`src/rtl/uart_receiver.sv`:
```
// uart_receiver: oversampling 8N1 serial receiver.
// The asynchronous line is brought into the clk domain with a two-flop
// synchronizer. A START/DATA/STOP state machine samples each bit at its centre
// and advances only on sample_tick. Completed frames are reported with one-cycle
// rx_valid or frame_error pulses.
module uart_receiver #(
  parameter int DATA_SIZE = 8,
  parameter int SAMPLE    = 16
) (
  input  logic                 clk,
  input  logic                 reset,
  input  logic                 sample_tick,
  input  logic                 serial_data_in,
  output logic [DATA_SIZE-1:0] rx_data,
  output logic                 rx_valid,
  output logic                 frame_error,
  output logic                 rx_busy
);

  localparam int CNT_W = $clog2(SAMPLE);
  localparam int IDX_W = $clog2(DATA_SIZE + 1);

  // Tick count at the centre of the start bit, measured from the falling edge.
  localparam logic [CNT_W-1:0] CNT_HALF = CNT_W'(SAMPLE / 2 - 1);
  // Tick count one full bit period after the previous sampling point.
  localparam logic [CNT_W-1:0] CNT_LAST = CNT_W'(SAMPLE - 1);
  localparam logic [IDX_W-1:0] IDX_LAST = IDX_W'(DATA_SIZE - 1);

  typedef enum logic [1:0] {
    ST_IDLE  = 2'd0,
    ST_START = 2'd1,
    ST_DATA  = 2'd2,
    ST_STOP  = 2'd3
  } state_t;

  logic                 sync1_r;
  logic                 sync2_r;
  logic                 line_s;
  state_t               state_r;
  state_t               state_nxt_s;
  logic [CNT_W-1:0]     cnt_r;
  logic [CNT_W-1:0]     cnt_nxt_s;
  logic [IDX_W-1:0]     idx_r;
  logic [IDX_W-1:0]     idx_nxt_s;
  logic [DATA_SIZE-1:0] shift_r;
  logic [DATA_SIZE-1:0] shift_nxt_s;
  logic                 stop_sample_s;
  logic                 valid_set_s;
  logic                 err_set_s;
  logic [DATA_SIZE-1:0] rx_data_r;
  logic                 rx_valid_r;
  logic                 frame_error_r;
  logic                 rx_busy_r;

  // Two-flop synchronizer; idles high so reset never looks like a start bit.
  always_ff @(posedge clk or posedge reset) begin
    if (reset) begin
      sync1_r <= 1'b1;
      sync2_r <= 1'b1;
    end else begin
      sync1_r <= serial_data_in;
      sync2_r <= sync1_r;
    end
  end

  assign line_s = sync2_r;

  // State register together with the tick counter, bit index and shift register.
  always_ff @(posedge clk or posedge reset) begin
    if (reset) begin
      state_r <= ST_IDLE;
      cnt_r   <= '0;
      idx_r   <= '0;
      shift_r <= '0;
    end else begin
      state_r <= state_nxt_s;
      cnt_r   <= cnt_nxt_s;
      idx_r   <= idx_nxt_s;
      shift_r <= shift_nxt_s;
    end
  end

  // Next-state logic; everything holds unless sample_tick is high.
  always_comb begin
    state_nxt_s = state_r;
    cnt_nxt_s   = cnt_r;
    idx_nxt_s   = idx_r;
    shift_nxt_s = shift_r;
    if (sample_tick) begin
      case (state_r)
        ST_IDLE: begin
          cnt_nxt_s = '0;
          if (!line_s) begin
            state_nxt_s = ST_START;
          end else begin
            state_nxt_s = ST_IDLE;
          end
        end
        ST_START: begin
          if (cnt_r == CNT_HALF) begin
            cnt_nxt_s = '0;
            if (!line_s) begin
              state_nxt_s = ST_DATA;
              idx_nxt_s   = '0;
            end else begin
              // Start bit did not survive to its centre: treat as a glitch.
              state_nxt_s = ST_IDLE;
            end
          end else begin
            cnt_nxt_s = cnt_r + CNT_W'(1);
          end
        end
        ST_DATA: begin
          if (cnt_r == CNT_LAST) begin
            cnt_nxt_s   = '0;
            shift_nxt_s = {line_s, shift_r[DATA_SIZE-1:1]};
            idx_nxt_s   = idx_r + IDX_W'(1);
            if (idx_r == IDX_LAST) begin
              state_nxt_s = ST_STOP;
            end else begin
              state_nxt_s = ST_DATA;
            end
          end else begin
            cnt_nxt_s = cnt_r + CNT_W'(1);
          end
        end
        ST_STOP: begin
          if (cnt_r == CNT_LAST) begin
            cnt_nxt_s   = '0;
            state_nxt_s = ST_IDLE;
          end else begin
            cnt_nxt_s = cnt_r + CNT_W'(1);
          end
        end
        default: begin
          state_nxt_s = ST_IDLE;
          cnt_nxt_s   = '0;
          idx_nxt_s   = '0;
        end
      endcase
    end else begin
      state_nxt_s = state_r;
    end
  end

  // Output decode: the stop bit is judged on the tick that samples its centre.
  always_comb begin
    stop_sample_s = 1'b0;
    if (sample_tick && (state_r == ST_STOP) && (cnt_r == CNT_LAST)) begin
      stop_sample_s = 1'b1;
    end else begin
      stop_sample_s = 1'b0;
    end
    valid_set_s = stop_sample_s & line_s;
    err_set_s   = stop_sample_s & ~line_s;
  end

  // Output registers: pulses land the cycle after the stop-bit tick.
  always_ff @(posedge clk or posedge reset) begin
    if (reset) begin
      rx_data_r     <= '0;
      rx_valid_r    <= 1'b0;
      frame_error_r <= 1'b0;
      rx_busy_r     <= 1'b0;
    end else begin
      rx_valid_r    <= valid_set_s;
      frame_error_r <= err_set_s;
      rx_busy_r     <= (state_nxt_s != ST_IDLE);
      if (valid_set_s) begin
        rx_data_r <= shift_r;
      end else begin
        rx_data_r <= rx_data_r;
      end
    end
  end

  assign rx_data     = rx_data_r;
  assign rx_valid    = rx_valid_r;
  assign frame_error = frame_error_r;
  assign rx_busy     = rx_busy_r;

endmodule

```
`config.mk`:
```
export PLATFORM = sky130hd
export DESIGN_NAME = uart_receiver
export DESIGN_NICKNAME = d
export VERILOG_FILES = /design/src/rtl/uart_receiver.sv
export SDC_FILE = /design/constraint.sdc
export NUM_CORES = 1
export LEC_CHECK = 0
export CAP_MARGIN = 15
export CORE_ASPECT_RATIO = 1.25
export CORE_MARGIN = 2
export CORE_UTILIZATION = 34
export DETAILED_ROUTE_END_ITERATION = 10
export GPL_ROUTABILITY_DRIVEN = 0
export PLACE_DENSITY = 0.56
export SYNTH_ARGS = -nofsm -noshare
export SYNTH_HDL_FRONTEND = slang
export SYNTH_SLANG_ARGS = --single-unit
export TNS_END_PERCENT = 1
```
`constraint.sdc`:
```
create_clock -name clk -period 2 [get_ports clk]
set_clock_uncertainty 0.05 [all_clocks]
set_input_delay 0.2 -clock clk [delete_from_list [all_inputs] [get_ports clk]]
set_output_delay 0.2 -clock clk [all_outputs]
set_load 0.1 [all_outputs]
```
==> results.ini <==
[finish]
fillCellCount = 384
post_route_cells_drive_above_1_share_pct = 37.0
num_antenna_cells = 0
nets = 132
layout.cells.non_filler = 183
syn_to_final_growth_pct = 20.8

[global_route]
overflow = 0
first_global_vias = 904
antenna_found_initial = 0
grt_pass1_wl_um = 4230
grt_max_degree = 20
grt_use_total_pct = 12.1

[route]
via_per_inst = 4.75
ant_nets = 0
drt_iter0_drc = 24
dr.pass1.iters = 3
drc = 0
routed_wl_um = 2370
wl_per_cell_um = 12.9
num_vias = 869

[synthesis]
synth_edf_count = 0
postSynthCellCount = 107
yosys.area.top_type = dfrtp_1
synth_top_area_share_pct = 51.1
ys_warn_count = 0
yosysSeqAreaShare_pct = 54.8
synth_area_leaders = dfrtp_1 51%, mux2_4 8.5%, mux2_2 7.1%, dfstp_2 3.7%, buf_6 3.2%
syn_area_mm2 = 0.00142
syn_area_per_cell_um2 = 13.3
synthArstFlopShare_pct = 100
yosys.cell_count.top_type = dfrtp_1
synthTopCellsByCount = 29 x dfrtp_1, 9 x mux2_2, 8 x mux2_4, 7 x nand2_1, 7 x nor2_1
synth_nets = 113
synth.distinct_cells = 37
synth_ff_type = dfrtp_1
synth-seq-cells = 31

[timing]
worst_pin_slew_ps = 540
period_minus_slack_ps = 1760
max_freq_mhz = 568
fin_ws_ps = 240
setup_viol = 0
relSlewSlack_pct = 64.0
period_share_pct = 88.0
slew_viol_final = 0
rsz0062_at_grt = no
fin_tns_setup_ps = 0
hold_viol = 0
timing.hold.ws_ps = 206

[floorplanning]
rows = 26
coreArea_mm2 = 0.00407
dieArea_mm2 = 0.00471
start_util_pct = 34.9
dieHeight_um = 76.3
io_pins = 15
die_w_um = 61.8

[clock_tree]
root_buffer = clkbuf_8
htree_levels = 2
cts_repair_resize_count = 0
cts_setup_buffers = 0
clockBufferDepth = 2
cts_sinks = 31
clk_pin_slew_ps = 70
ctsHoldBuffers = 0
numCtsBuffers = 5
tritoncts = yes
insertion_delay_ps = 280

[pwr]
p_leak_nw = 0.801
worst_ir_drop_vdd_v = 0.000444
power.density_mw_per_mm2 = 1010

[setup_path]
r2r_cells = 5
crit_start = cnt_r[0]$_DFFE_PP0P_
crit_fanout = 9
r2r_slack_ps = 240
reg2reg_to = shift_r[2]$_DFFE_PP0P_
critPathSlowestCell = dfrtp_1
r2r_start = cnt_r[0]$_DFFE_PP0P_
required_ps = 2110
cp-start-kind = register
cpLargestDelayFamily = simple AND/OR/NAND/NOR gates
slowest_delay_ps = 380
endpoint = shift_r[2]$_DFFE_PP0P_
critical_path_class = reg -> reg
crit_buf_inv = 1
path_cells = ha_1 -> and3_1 -> and2_1 -> buf_12 -> mux2_4
cp.depth = 5
crit_path_end_kind = register
worstPathArrival_ps = 1870

[placed_design]
dp_hpwl_um = 1720
placedCellCount = 175
port_buffers = 14
pre_cts_ws_ps = 231

[job]
max_cap_violations = 0

[worst_hold_path]
hold_class = in -> async

[status]
status = finished, final reports clean

==> layout make-up <==
| cell class | instances | area [um2] | area share (%) |
|---|---|---|---|
| Inverter | 3 | 11.3 | 0.656 |
| Sequential cell | 31 | 778 | 45.4 |
| Timing Repair Buffer | 17 | 160 | 9.34 |
| Clock buffer | 6 | 82.6 | 4.81 |
| Multi-Input combinational cell | 68 | 578 | 33.7 |
| Tap cell | 56 | 70.1 | 4.08 |
| Clock inverter | 2 | 35.0 | 2.04 |
==> cells in the final DEF, fill, tap and decap left out, types with 2 or more instances in the layout <==
cell | Yosys | layout
and3_1 | 3 | 3
buf_12 | 0 | 2
buf_4 | 1 | 12
clkbuf_8 | 0 | 6
clkdlybuf4s50_1 | 0 | 3
dfrtp_1 | 29 | 29
dfstp_2 | 2 | 2
ha_1 | 2 | 2
inv_1 | 3 | 3
mux2_2 | 9 | 9
mux2_4 | 8 | 8
nand2_1 | 7 | 7
nand3_1 | 3 | 3
nor2_1 | 7 | 7
o211ai_1 | 2 | 2
o21ai_0 | 3 | 3
xor2_1 | 2 | 2
==> worst register-to-register path, stage by stage, from the launching register on <==
cell and delay, ps:
dfrtp_1 380, ha_1 310, and3_1 270, and2_1 190, buf_12 150, mux2_4 300
==> worst min-delay path by stage <==
stage                            from                      to  slack (ps)  depth (start not counted)
floorplan              serial_data_in       sync1_r$_DFF_PP1_         150                          0
global placement    sync1_r$_DFF_PP1_        line_s$_DFF_PP1_         300                          0
detailed placement  sync1_r$_DFF_PP1_        line_s$_DFF_PP1_         300                          0
CTS                             reset  rx_data[5]$_DFFE_PP0P_         230                          2
global route           serial_data_in       sync1_r$_DFF_PP1_         260                          1
finish                          reset  rx_data[5]$_DFFE_PP0P_         210                          2
==> stage by stage <==
step | instance area, um2 | utilization (%) | power [mW]
2_1_floorplan | 1420 | - | 1.09
3_3_place_gp | 1600 | 39.3 | 1.11
3_5_place_dp | 1600 | 39.3 | 1.12
4_1_cts | 1720 | 42.2 | 1.76
5_1_grt | 1720 | 42.2 | 1.85
6_report | 1720 | 42.2 | 1.74
==> power breakdown <==
part           total (mW)  switching [mW]  internal, mW
registers           0.816           0.128         0.688
clock network       0.629           0.226         0.403
logic               0.294           0.168         0.126
total                1.74           0.522          1.22
==> flip-flops by register name, indices dropped and copies added, names as in the netlist <==
signal,cells
shift_r,8
sync1_r,1
idx_r,4
rx_busy,1
line_s,1
rx_valid,1
frame_error,1
cnt_r,4
rx_data,8
state_r,2
==> logic make-up (layout without fill, tap and decap cells) <==
group                    count (synthesis)  in the layout  share of synthesized area (%)
AO/OA/AOI/OAI                           13             13                           7.05
XOR/XNOR                                 3              3                           2.38
adder cells (fa/ha/maj)                  2              2                           1.76
buffers and inverters                    8             28                           4.49
flip-flops                              31             31                           54.8
multiplexers                            18             18                           16.3
AND/OR/NAND/NOR                         32             32                           13.2
==> per-layer routing <==
metal  up-vias  global-route usage [%]  wire, um  part of all wire (%)
li1        418                       -         -                     -
met1       433                    15.0      1090                    46
met2        14                    18.2      1150                    49
met3         4                    5.09        85                   3.6
met4         0                    5.11        41                   1.7
met5         -                       0         0                     0
Power figures use the tool's default switching activity.
